[src/rtl/prefetch_queue_if.sv]
// ============================================================================
// Module   : prefetch_queue_if
// Summary  : Flush, bus, decoder-window and consume signals of prefetch_queue.
// Revision : 1.0 - initial release
// ============================================================================
`default_nettype none

interface prefetch_queue_if #(
  parameter int DATA_BYTES   = 4,
  parameter int QUEUE_BYTES  = 32,
  parameter int WINDOW_BYTES = 16,
  parameter int ADDR_WIDTH   = 32
);
  logic                                 flush_valid;
  logic [ADDR_WIDTH-1:0]                flush_address;
  logic                                 bus_vaild;
  logic                                 bus_ready;
  logic [ADDR_WIDTH-1:0]                bus_address;
  logic [DATA_BYTES*8-1:0]              bus_data;
  logic [WINDOW_BYTES*8-1:0]            window_bytes;
  logic [$clog2(WINDOW_BYTES+1)-1:0]    window_count;
  logic                                 consume_valid;
  logic [$clog2(WINDOW_BYTES+1)-1:0]    consume_count;
  logic                                 consume_error;
  logic [$clog2(QUEUE_BYTES+1)-1:0]     occupancy;

  // master: the prefetch unit itself (it masters the memory bus)
  modport master (
    input  flush_valid, flush_address, bus_ready, bus_data, consume_valid, consume_count,
    output bus_vaild, bus_address, window_bytes, window_count, consume_error, occupancy
  );

  modport slave (
    output flush_valid, flush_address, bus_ready, bus_data, consume_valid, consume_count,
    input  bus_vaild, bus_address, window_bytes, window_count, consume_error, occupancy
  );
endinterface

`default_nettype wire

[src/rtl/prefetch_queue.sv]
// ============================================================================
// Module   : prefetch_queue
// Summary  : Code-byte prefetch queue: bus word fetch, byte window, flush.
// Revision : 1.0 - initial release
// ============================================================================
`default_nettype none

module prefetch_queue #(
  parameter int                    DATA_BYTES    = 4,
  parameter int                    QUEUE_BYTES   = 32,
  parameter int                    WINDOW_BYTES  = 16,
  parameter int                    ADDR_WIDTH    = 32,
  parameter logic [ADDR_WIDTH-1:0] RESET_ADDRESS = 32'hFFFF_FFF0
) (
  input  wire logic        clock,
  input  wire logic        reset,
  prefetch_queue_if.master pq
);

  localparam int QP_W  = $clog2(QUEUE_BYTES);
  localparam int OCC_W = $clog2(QUEUE_BYTES + 1);
  localparam int WC_W  = $clog2(WINDOW_BYTES + 1);
  localparam int OFF_W = (DATA_BYTES > 1) ? $clog2(DATA_BYTES) : 1;
  localparam logic [ADDR_WIDTH-1:0] ALIGN_MASK = ~ADDR_WIDTH'(DATA_BYTES - 1);

  typedef enum logic [0:0] {S_IDLE = 1'b0, S_REQ = 1'b1} state_t;

  state_t                  r_state, w_state_next;
  logic [ADDR_WIDTH-1:0]   r_addr, w_addr_next;
  logic [ADDR_WIDTH-1:0]   r_target, w_target_next;
  logic                    r_discard, w_discard_next;
  logic [QP_W-1:0]         r_head, r_tail;
  logic [OCC_W-1:0]        r_occ;
  logic                    r_err;
  logic [7:0]              r_mem [QUEUE_BYTES];

  logic                    w_accept, w_fill, w_err;
  logic [OFF_W-1:0]        w_off;
  logic [OCC_W-1:0]        w_filled, w_cons, w_occ_next;
  logic [WC_W-1:0]         w_wcount, w_take;
  logic                    w_space_now, w_space_next;
  logic [WINDOW_BYTES*8-1:0] w_window;

  assign w_accept = (r_state == S_REQ) && pq.bus_ready;
  assign w_fill   = w_accept && !r_discard && !pq.flush_valid;
  assign w_off    = r_addr[OFF_W-1:0] & OFF_W'(DATA_BYTES - 1);
  assign w_filled = w_fill ? (OCC_W'(DATA_BYTES) - OCC_W'(w_off)) : '0;

  assign w_wcount = (r_occ > OCC_W'(WINDOW_BYTES)) ? WC_W'(WINDOW_BYTES) : WC_W'(r_occ);
  assign w_take   = (pq.consume_count > w_wcount) ? w_wcount : pq.consume_count;
  assign w_cons   = (pq.consume_valid && !pq.flush_valid) ? OCC_W'(w_take) : '0;
  assign w_err    = pq.consume_valid && (pq.consume_count > w_wcount);

  assign w_occ_next   = pq.flush_valid ? '0 : (r_occ - w_cons + w_filled);
  assign w_space_now  = (OCC_W'(QUEUE_BYTES) - r_occ) >= OCC_W'(DATA_BYTES);
  assign w_space_next = (OCC_W'(QUEUE_BYTES) - w_occ_next) >= OCC_W'(DATA_BYTES);

  // r_addr is the address of the pending (or next) request; while discarding
  // it stays frozen and r_target holds the redirect destination.
  always_comb begin
    w_state_next   = r_state;
    w_addr_next    = r_addr;
    w_target_next  = r_target;
    w_discard_next = r_discard;
    case (r_state)
      S_IDLE: begin
        if (pq.flush_valid) begin
          w_addr_next  = pq.flush_address;
          w_state_next = S_REQ;
        end else if (w_space_now) begin
          w_state_next = S_REQ;
        end
      end
      S_REQ: begin
        if (pq.flush_valid) begin
          if (pq.bus_ready) begin
            w_addr_next    = pq.flush_address;
            w_discard_next = 1'b0;
          end else begin
            w_discard_next = 1'b1;
            w_target_next  = pq.flush_address;
          end
        end else if (pq.bus_ready) begin
          if (r_discard) begin
            w_addr_next    = r_target;
            w_discard_next = 1'b0;
          end else begin
            w_addr_next = (r_addr & ALIGN_MASK) + ADDR_WIDTH'(DATA_BYTES);
            if (!w_space_next) begin
              w_state_next = S_IDLE;
            end
          end
        end
      end
      default: w_state_next = S_IDLE;
    endcase
  end

  always_ff @(posedge clock or posedge reset) begin
    if (reset) begin
      r_state <= S_IDLE;
    end else begin
      r_state <= w_state_next;
    end
  end

  always_ff @(posedge clock or posedge reset) begin
    if (reset) begin
      r_addr    <= RESET_ADDRESS;
      r_target  <= RESET_ADDRESS;
      r_discard <= 1'b0;
      r_head    <= '0;
      r_tail    <= '0;
      r_occ     <= '0;
      r_err     <= 1'b0;
    end else begin
      r_addr    <= w_addr_next;
      r_target  <= w_target_next;
      r_discard <= w_discard_next;
      r_head    <= pq.flush_valid ? '0 : (r_head + QP_W'(w_cons));
      r_tail    <= pq.flush_valid ? '0 : (r_tail + QP_W'(w_filled));
      r_occ     <= w_occ_next;
      r_err     <= w_err;
    end
  end

  // Bytes below the start offset of a misaligned beat are skipped, not stored.
  always_ff @(posedge clock) begin
    for (int i = 0; i < DATA_BYTES; i++) begin
      if (w_fill && (i >= int'(w_off))) begin
        r_mem[r_tail + QP_W'(i) - QP_W'(w_off)] <= pq.bus_data[8*i +: 8];
      end
    end
  end

  always_comb begin
    w_window = '0;
    for (int k = 0; k < WINDOW_BYTES; k++) begin
      w_window[8*k +: 8] = r_mem[r_head + QP_W'(k)];
    end
  end

  assign pq.bus_vaild     = (r_state == S_REQ);
  assign pq.bus_address   = r_addr & ALIGN_MASK;
  assign pq.window_bytes  = w_window;
  assign pq.window_count  = w_wcount;
  assign pq.consume_error = r_err;
  assign pq.occupancy     = r_occ;

endmodule

`default_nettype wire
[src/flat_wrapper.sv]
// flat-port wrapper written by rule: the top's interface ports become plain ports
module prefetch_queue_flat 
#(
  parameter int                    DATA_BYTES    = 4,
  parameter int                    QUEUE_BYTES   = 32,
  parameter int                    WINDOW_BYTES  = 16,
  parameter int                    ADDR_WIDTH    = 32,
  parameter logic [ADDR_WIDTH-1:0] RESET_ADDRESS = 32'hFFFF_FFF0
)
  (clock, reset, pq_flush_valid, pq_flush_address, pq_bus_ready, pq_bus_data, pq_consume_valid, pq_consume_count, pq_bus_vaild, pq_bus_address, pq_window_bytes, pq_window_count, pq_consume_error, pq_occupancy);
  prefetch_queue_if #(.DATA_BYTES(DATA_BYTES), .QUEUE_BYTES(QUEUE_BYTES), .WINDOW_BYTES(WINDOW_BYTES), .ADDR_WIDTH(ADDR_WIDTH)) pq_i ();
  input  wire logic clock;
  input  wire logic reset;
  input wire logic [$bits(pq_i.flush_valid)-1:0] pq_flush_valid;
  input wire logic [$bits(pq_i.flush_address)-1:0] pq_flush_address;
  input wire logic [$bits(pq_i.bus_ready)-1:0] pq_bus_ready;
  input wire logic [$bits(pq_i.bus_data)-1:0] pq_bus_data;
  input wire logic [$bits(pq_i.consume_valid)-1:0] pq_consume_valid;
  input wire logic [$bits(pq_i.consume_count)-1:0] pq_consume_count;
  output wire logic [$bits(pq_i.bus_vaild)-1:0] pq_bus_vaild;
  output wire logic [$bits(pq_i.bus_address)-1:0] pq_bus_address;
  output wire logic [$bits(pq_i.window_bytes)-1:0] pq_window_bytes;
  output wire logic [$bits(pq_i.window_count)-1:0] pq_window_count;
  output wire logic [$bits(pq_i.consume_error)-1:0] pq_consume_error;
  output wire logic [$bits(pq_i.occupancy)-1:0] pq_occupancy;
  assign pq_i.flush_valid = pq_flush_valid;
  assign pq_i.flush_address = pq_flush_address;
  assign pq_i.bus_ready = pq_bus_ready;
  assign pq_i.bus_data = pq_bus_data;
  assign pq_i.consume_valid = pq_consume_valid;
  assign pq_i.consume_count = pq_consume_count;
  assign pq_bus_vaild = pq_i.bus_vaild;
  assign pq_bus_address = pq_i.bus_address;
  assign pq_window_bytes = pq_i.window_bytes;
  assign pq_window_count = pq_i.window_count;
  assign pq_consume_error = pq_i.consume_error;
  assign pq_occupancy = pq_i.occupancy;
  prefetch_queue #(.DATA_BYTES(DATA_BYTES), .QUEUE_BYTES(QUEUE_BYTES), .WINDOW_BYTES(WINDOW_BYTES), .ADDR_WIDTH(ADDR_WIDTH), .RESET_ADDRESS(RESET_ADDRESS)) u_core (.clock(clock), .reset(reset), .pq(pq_i));
endmodule
[config.mk]
export PLATFORM = sky130hd
export DESIGN_NAME = prefetch_queue_flat
export DESIGN_NICKNAME = d
export VERILOG_FILES = /design/src/rtl/prefetch_queue_if.sv /design/src/rtl/prefetch_queue.sv /design/src/flat_wrapper.sv
export SDC_FILE = /design/constraint.sdc
export NUM_CORES = 2
export LEC_CHECK = 0
export BUFFER_PORTS_ARGS = -buffer_cell sky130_fd_sc_hd__buf_2
export CAP_MARGIN = 5
export CORE_MARGIN = 4
export CORE_UTILIZATION = 50
export CTS_CLUSTER_DIAMETER = 50
export DETAILED_ROUTE_END_ITERATION = 8
export HOLD_SLACK_MARGIN = 0.06
export MAX_ROUTING_LAYER = met4
export PLACE_DENSITY = 0.7
export SYNTH_ARGS = -nofsm -noshare
export SYNTH_HDL_FRONTEND = slang
export SYNTH_SLANG_ARGS = --single-unit
export TNS_END_PERCENT = 30
[constraint.sdc]
create_clock -name clock -period 5.8 [get_ports clock]
set_input_delay 1.16 -clock clock [delete_from_list [all_inputs] [get_ports clock]]
set_output_delay 1.16 -clock clock [all_outputs]
set_load 0.01 [all_outputs]
# Yosys cells after proc, flatten, opt, wreduce, memory -nomap -nowiden
# Memory sizes are Yosys's and may differ from the RTL's.
# Index checks and enable logic that the tools add are counted.
# Widths: inputs -> output; s select.
[op_classes] add_sub_neg=30 magnitude_cmp=7 eq_ne=2 muxes=31 n_bitwise=2 n_reduce_logical=14
[op_table] operator="$mux 32" count=5
[op_table] operator="$pmux 32 s2" count=1
[op_table] operator="$add 5x4->5 const B" count=8
[op_table] operator="$add 32x3->32 const B" count=1
[op_table] operator="$mux 5" count=5
[op_table] operator="$add 5x2->5 const B" count=4
[op_table] operator="$add 5x3->5 const B" count=4
[op_table] operator="$sub 5x2->5" count=4
[op_table] operator="$mux 1" count=17
[op_table] operator="$ge 6x3->1 const B" count=2
[op_table] operator="$mux 6" count=2
[op_table] operator="$sub 6x6->6 const A" count=2
[op_table] operator="$add 5x1->5 const B" count=2
[op_table] operator="$add 5x5->5" count=2
[op_table] operator="$logic_and 1x1->1" count=8
[op_table] operator="$add 6x6->6" count=1
[op_table] operator="$gt 6x5->1 const B" count=1
[op_table] operator="$sub 6x6->6" count=1
[op_table] operator="$gt 5x5->1" count=1
[op_table] operator="$ge 1x2->1 const A" count=2
[op_table] operator="$ne 2x2->1 const B" count=2
[op_table] operator="$reduce_and 2->1" count=2
[op_table] operator="$sub 3x2->4 const A" count=1
[op_table] operator="$reduce_and 3->1" count=1
[op_table] operator="5 further kinds" count=7
[word_totals] register_bits=83 ram_bits=256 inputBits=74 out_inout_bits=173 wordCells=95 mem_count=1
[mem_list] memory="u_core.r_mem" words=32 width=8 read_ports=16 rd_clocked_by_memory_dff=0 write_ports=4 line="prefetch_queue.sv:35" text="logic [7:0] r_mem [QUEUE_BYTES];"

# Logic depth before layout (Yosys ltp)
[depth] ltp_word=15 ltp_mapped=19 depth_no_buf=19

# Worst setup path after synthesis
# Ideal clock, no wire load.
[synth_timing] path_kind="flip-flop to output port" startpoint="reg u_core.r_head[0]" endpoint="out pq_window_bytes[10]" t_arrival_ps=3804 required_ps=4640 slack_ps=836 stages_incl_launch_ff=12 n_path_buf=6 cell_sequence="dfrtp_1 -> clkbuf_1 -> buf_2 -> buf_1 -> clkbuf_1 -> inv_1 -> ha_1 -> buf_2 -> buf_1 -> mux4_2 -> mux2_2 -> mux4_2"
[synth_via] elab_chain_len=2
[synth_lines] element="from (decl)" line="prefetch_queue.sv:32" text="logic [QP_W-1:0] r_head, r_tail;"
[synth_lines] element="from (signal assigned)" line="prefetch_queue.sv:120" text="r_head <= pq.flush_valid ? '0 : (r_head + QP_W'(w_cons));"
[synth_lines] element="$add 5x1->5" line="prefetch_queue.sv:139" text="w_window[8*k +: 8] = r_mem[r_head + QP_W'(k)];"
[synth_lines] element="$mem_v2 32x8"
[synth_lines] element="to (decl)" line="flat_wrapper.sv:22" text="output wire logic [$bits(pq_i.window_bytes)-1:0] pq_window_bytes;"
# No other way between the ends.

# Final worst setup path
[layout_timing] startpoint="reg u_core.r_head[0]" endpoint="out pq_window_bytes[41]"
[layout_via] elab_chain_len=2
[layout_lines] element="$add 5x3->5" line="prefetch_queue.sv:139"
[layout_lines] element="$mem_v2 32x8"
# No other way between the ends.

==> impl_metrics.toml <==
[cts]
post_cts_buffers = 0
clk_pin_slew_worst_paths_ns = 0.06
clk_latency_ns = 0.59
clockBufferDepth = 3
hold_buffers = 0
clockRootBuffer = "clkbuf_16"
cts_tree = "yes"
cts_num_sinks = 339
ctsResizeCount = 0
tritoncts.num_buffers = 42
htree_levels = 2

[routing]
firstDrtPassIters = 8
wire_per_inst_um = 34.7
drtIter0Drc = 6393
wirelength_mm = 158
ant_nets = 0
vias_per_cell = 7.37
vias = 33600
drc = 0

[yosys]
avgSynthCellArea_sq_um = 10.1
synth_edf_count = 256
ys.flop_type = "edfxtp_1"
synth_area_leader_cell = "mux4_2"
synth.distinct_cells = 77
synthCells = 3543
synth-seq-area-share_pct = 27.5
netlist_top_cells_count = "nand2_1 (521), mux4_2 (344), mux2_2 (271), nor2_1 (261), edfxtp_1 (256)"
synth_seq_cells = 339
synth_top_area_share_pct = 21.7
ys_warn_count = 0
synthArstFlopShare_pct = 24.5
syn_area_sq_mm = 0.0357
synth.area.top_cells = "mux4_2 (22%), edfxtp_1 (22%), mux2_2 (8.5%)"
yosysMostFrequentCell = "nand2_1"

[worst_setup_path]
critPathLaunch = "u_core.r_head[0]"
reg2reg_to = "u_core.pq.bus_vaild"
startpoint_type = "register"
crit_end = "pq_window_bytes[41]"
regToRegSetupSlack_ns = 1.03
ff2ff_path_depth = 18
path_max_fanout = 28
endpoint_kind = "output port"
crit_type = "register to output port"
cp.arrival_ns = 4.29
reg2reg_from = "u_core.pq.occupancy[5]"
cp.required_ns = 4.64

[sta]
setup_tns_ns = 0
slew_violations = 0
rsz0062_at_grt = "no"
fin_skew_ns = 0.0342
timing.fmax_ghz = 0.184
max_slew_margin_pct = 14.8
period_share_pct = 93.9
fin_crit_ns = 5.45
hold_ws_ns = 0.505
report.final.hold_viol_count = 0
setup_violations = 0
worst-slew-pin-transition_ns = 1.24

[die]
io_pins = 247
start_util_pct = 50.7
num_rows = 97
die_area_sq_mm = 0.0758
die_y_um = 275
core_sq_mm = 0.0704
die-width_um = 275

[place]
gp_routability_congestion = 1.09
port_buffers = 244
dp_hpwl_mm = 116
dpl.cell_count = 4488

[global_route]
antenna_found_initial = 2
grt_max_degree = 131
grt_overflow = 0
grt_pass1_wl_mm = 221
grt_pass1_vias = 29500
grt_use_total_pct = 41.9

[final_layout]
area_growth_pct = 9.50
drive_above_1_share_pct = 32.7
instances_no_fill = 4568
fillers = 6056
seqCellArea_sq_mm = 0.00984
num-nets-final = 3723
multiInputGateArea_sq_mm = 0.0244

[run]
maxCapViolCount = 0

[power_and_ir_drop]
p_leak_uw = 0.0143
p_total_uw = 17500
ir_worst_vdd_uv = 388
powerDensity_mw_per_mm2 = 448

[min_path]
hp-class = "register to register"

[outcome]
status = "completed"
## cell type report
type                            instances  area share, %
Sequential cell                       339           25.2
Multi-Input combinational cell       2810           62.3
Clock buffer                           52           2.94
Clock inverter                         25          0.691
Antenna cell                            1        0.00640
Inverter                               39          0.377
Timing Repair Buffer                  362           5.54
Tap cell                              940           3.01
## worst min-delay path by stage
stage,startpoint,to,cells past startpoint
detailed placement,u_core.r_target[3],u_core.r_target[3],1
global route,u_core.r_target[3],u_core.r_target[3],1
CTS,u_core.r_target[3],u_core.r_target[3],1
floorplan,u_core.r_target[3],u_core.r_target[3],1
finish,u_core.r_target[3],u_core.r_target[3],1
global placement,u_core.r_target[3],u_core.r_target[3],1
## where the power goes
part | switching (uW) | internal (uW) | total [uW]
Combinational | 6550 | 4780 | 11300
Sequential | 434 | 3040 | 3470
Clock | 1110 | 1610 | 2720
## cell usage in the layout, fill, tap and decap left out, drive strengths merged, types with 13 or more instances in the layout
cell    count
inv        47
o21ai     262
mux4      344
edfxtp    256
nand2     521
nor3       46
nor2b      15
mux2      271
nand3      83
nor4       22
ha         46
and3       62
o31ai      44
dfrtp      27
a21oi     128
a221o      74
nand4      39
a31oi      27
nor2      264
o22ai      16
buf       361
a21o       38
xor2       27
a211oi    116
mux2i     177
nand2b     17
a221oi     16
clkbuf     53
dfstp      56
xnor2      40
o211ai     13
## cell families after synthesis
logic type	after synthesis	synth area share, %
fa+ha+maj	55	2.12
flops	339	27.5
simple gates	1108	14.1
xor+xnor	67	1.68
mux	792	35.2
compound gates	786	14.7
buf+inv	395	4.70
other cells	1	0.0105
## metal layers
metal / share of wire (%) / GRT usage [%] / vias up
met5: 0 / - / -
met4: 9.0 / 26.3 / 0
met3: 17 / 16.1 / 641
met2: 40 / 56.3 / 2984
met1: 34 / 52.8 / 16200
li1: - / - / 13800
## through the flow
stage | utilization (%) | setup slack, ns | cell area (sq um)
3_3_place_gp | 53.5 | 0.956 | 37700
2_1_floorplan | - | 0.836 | 35700
3_5_place_dp | 53.5 | 0.830 | 37700
5_1_grt | 55.6 | 0.306 | 39100
4_1_cts | 55.5 | 0.534 | 39100
6_report | 55.6 | 0.355 | 39100
## flip-flops by register name (all words and copies together), names as in the netlist
register,flops
u_core.pq.bus_vaild,1
u_core.pq.consume_error,1
u_core.pq.occupancy,6
u_core.r_addr,32
u_core.r_discard,1
u_core.r_head,5
u_core.r_mem,256
u_core.r_tail,5
u_core.r_target,32
## worst max-delay path: stages (launching register included)
cell	delay (ns)
dfrtp_4	0.56
inv_1	0.19
ha_4	0.62
buf_4	0.29
mux4_2	0.57
mux2i_1	0.94
mux2i_1	0.16
nand2_1	0.12
o21ai_0	0.08
buf_2	0.15
No activity file was read; power rests on OpenSTA's default activity.
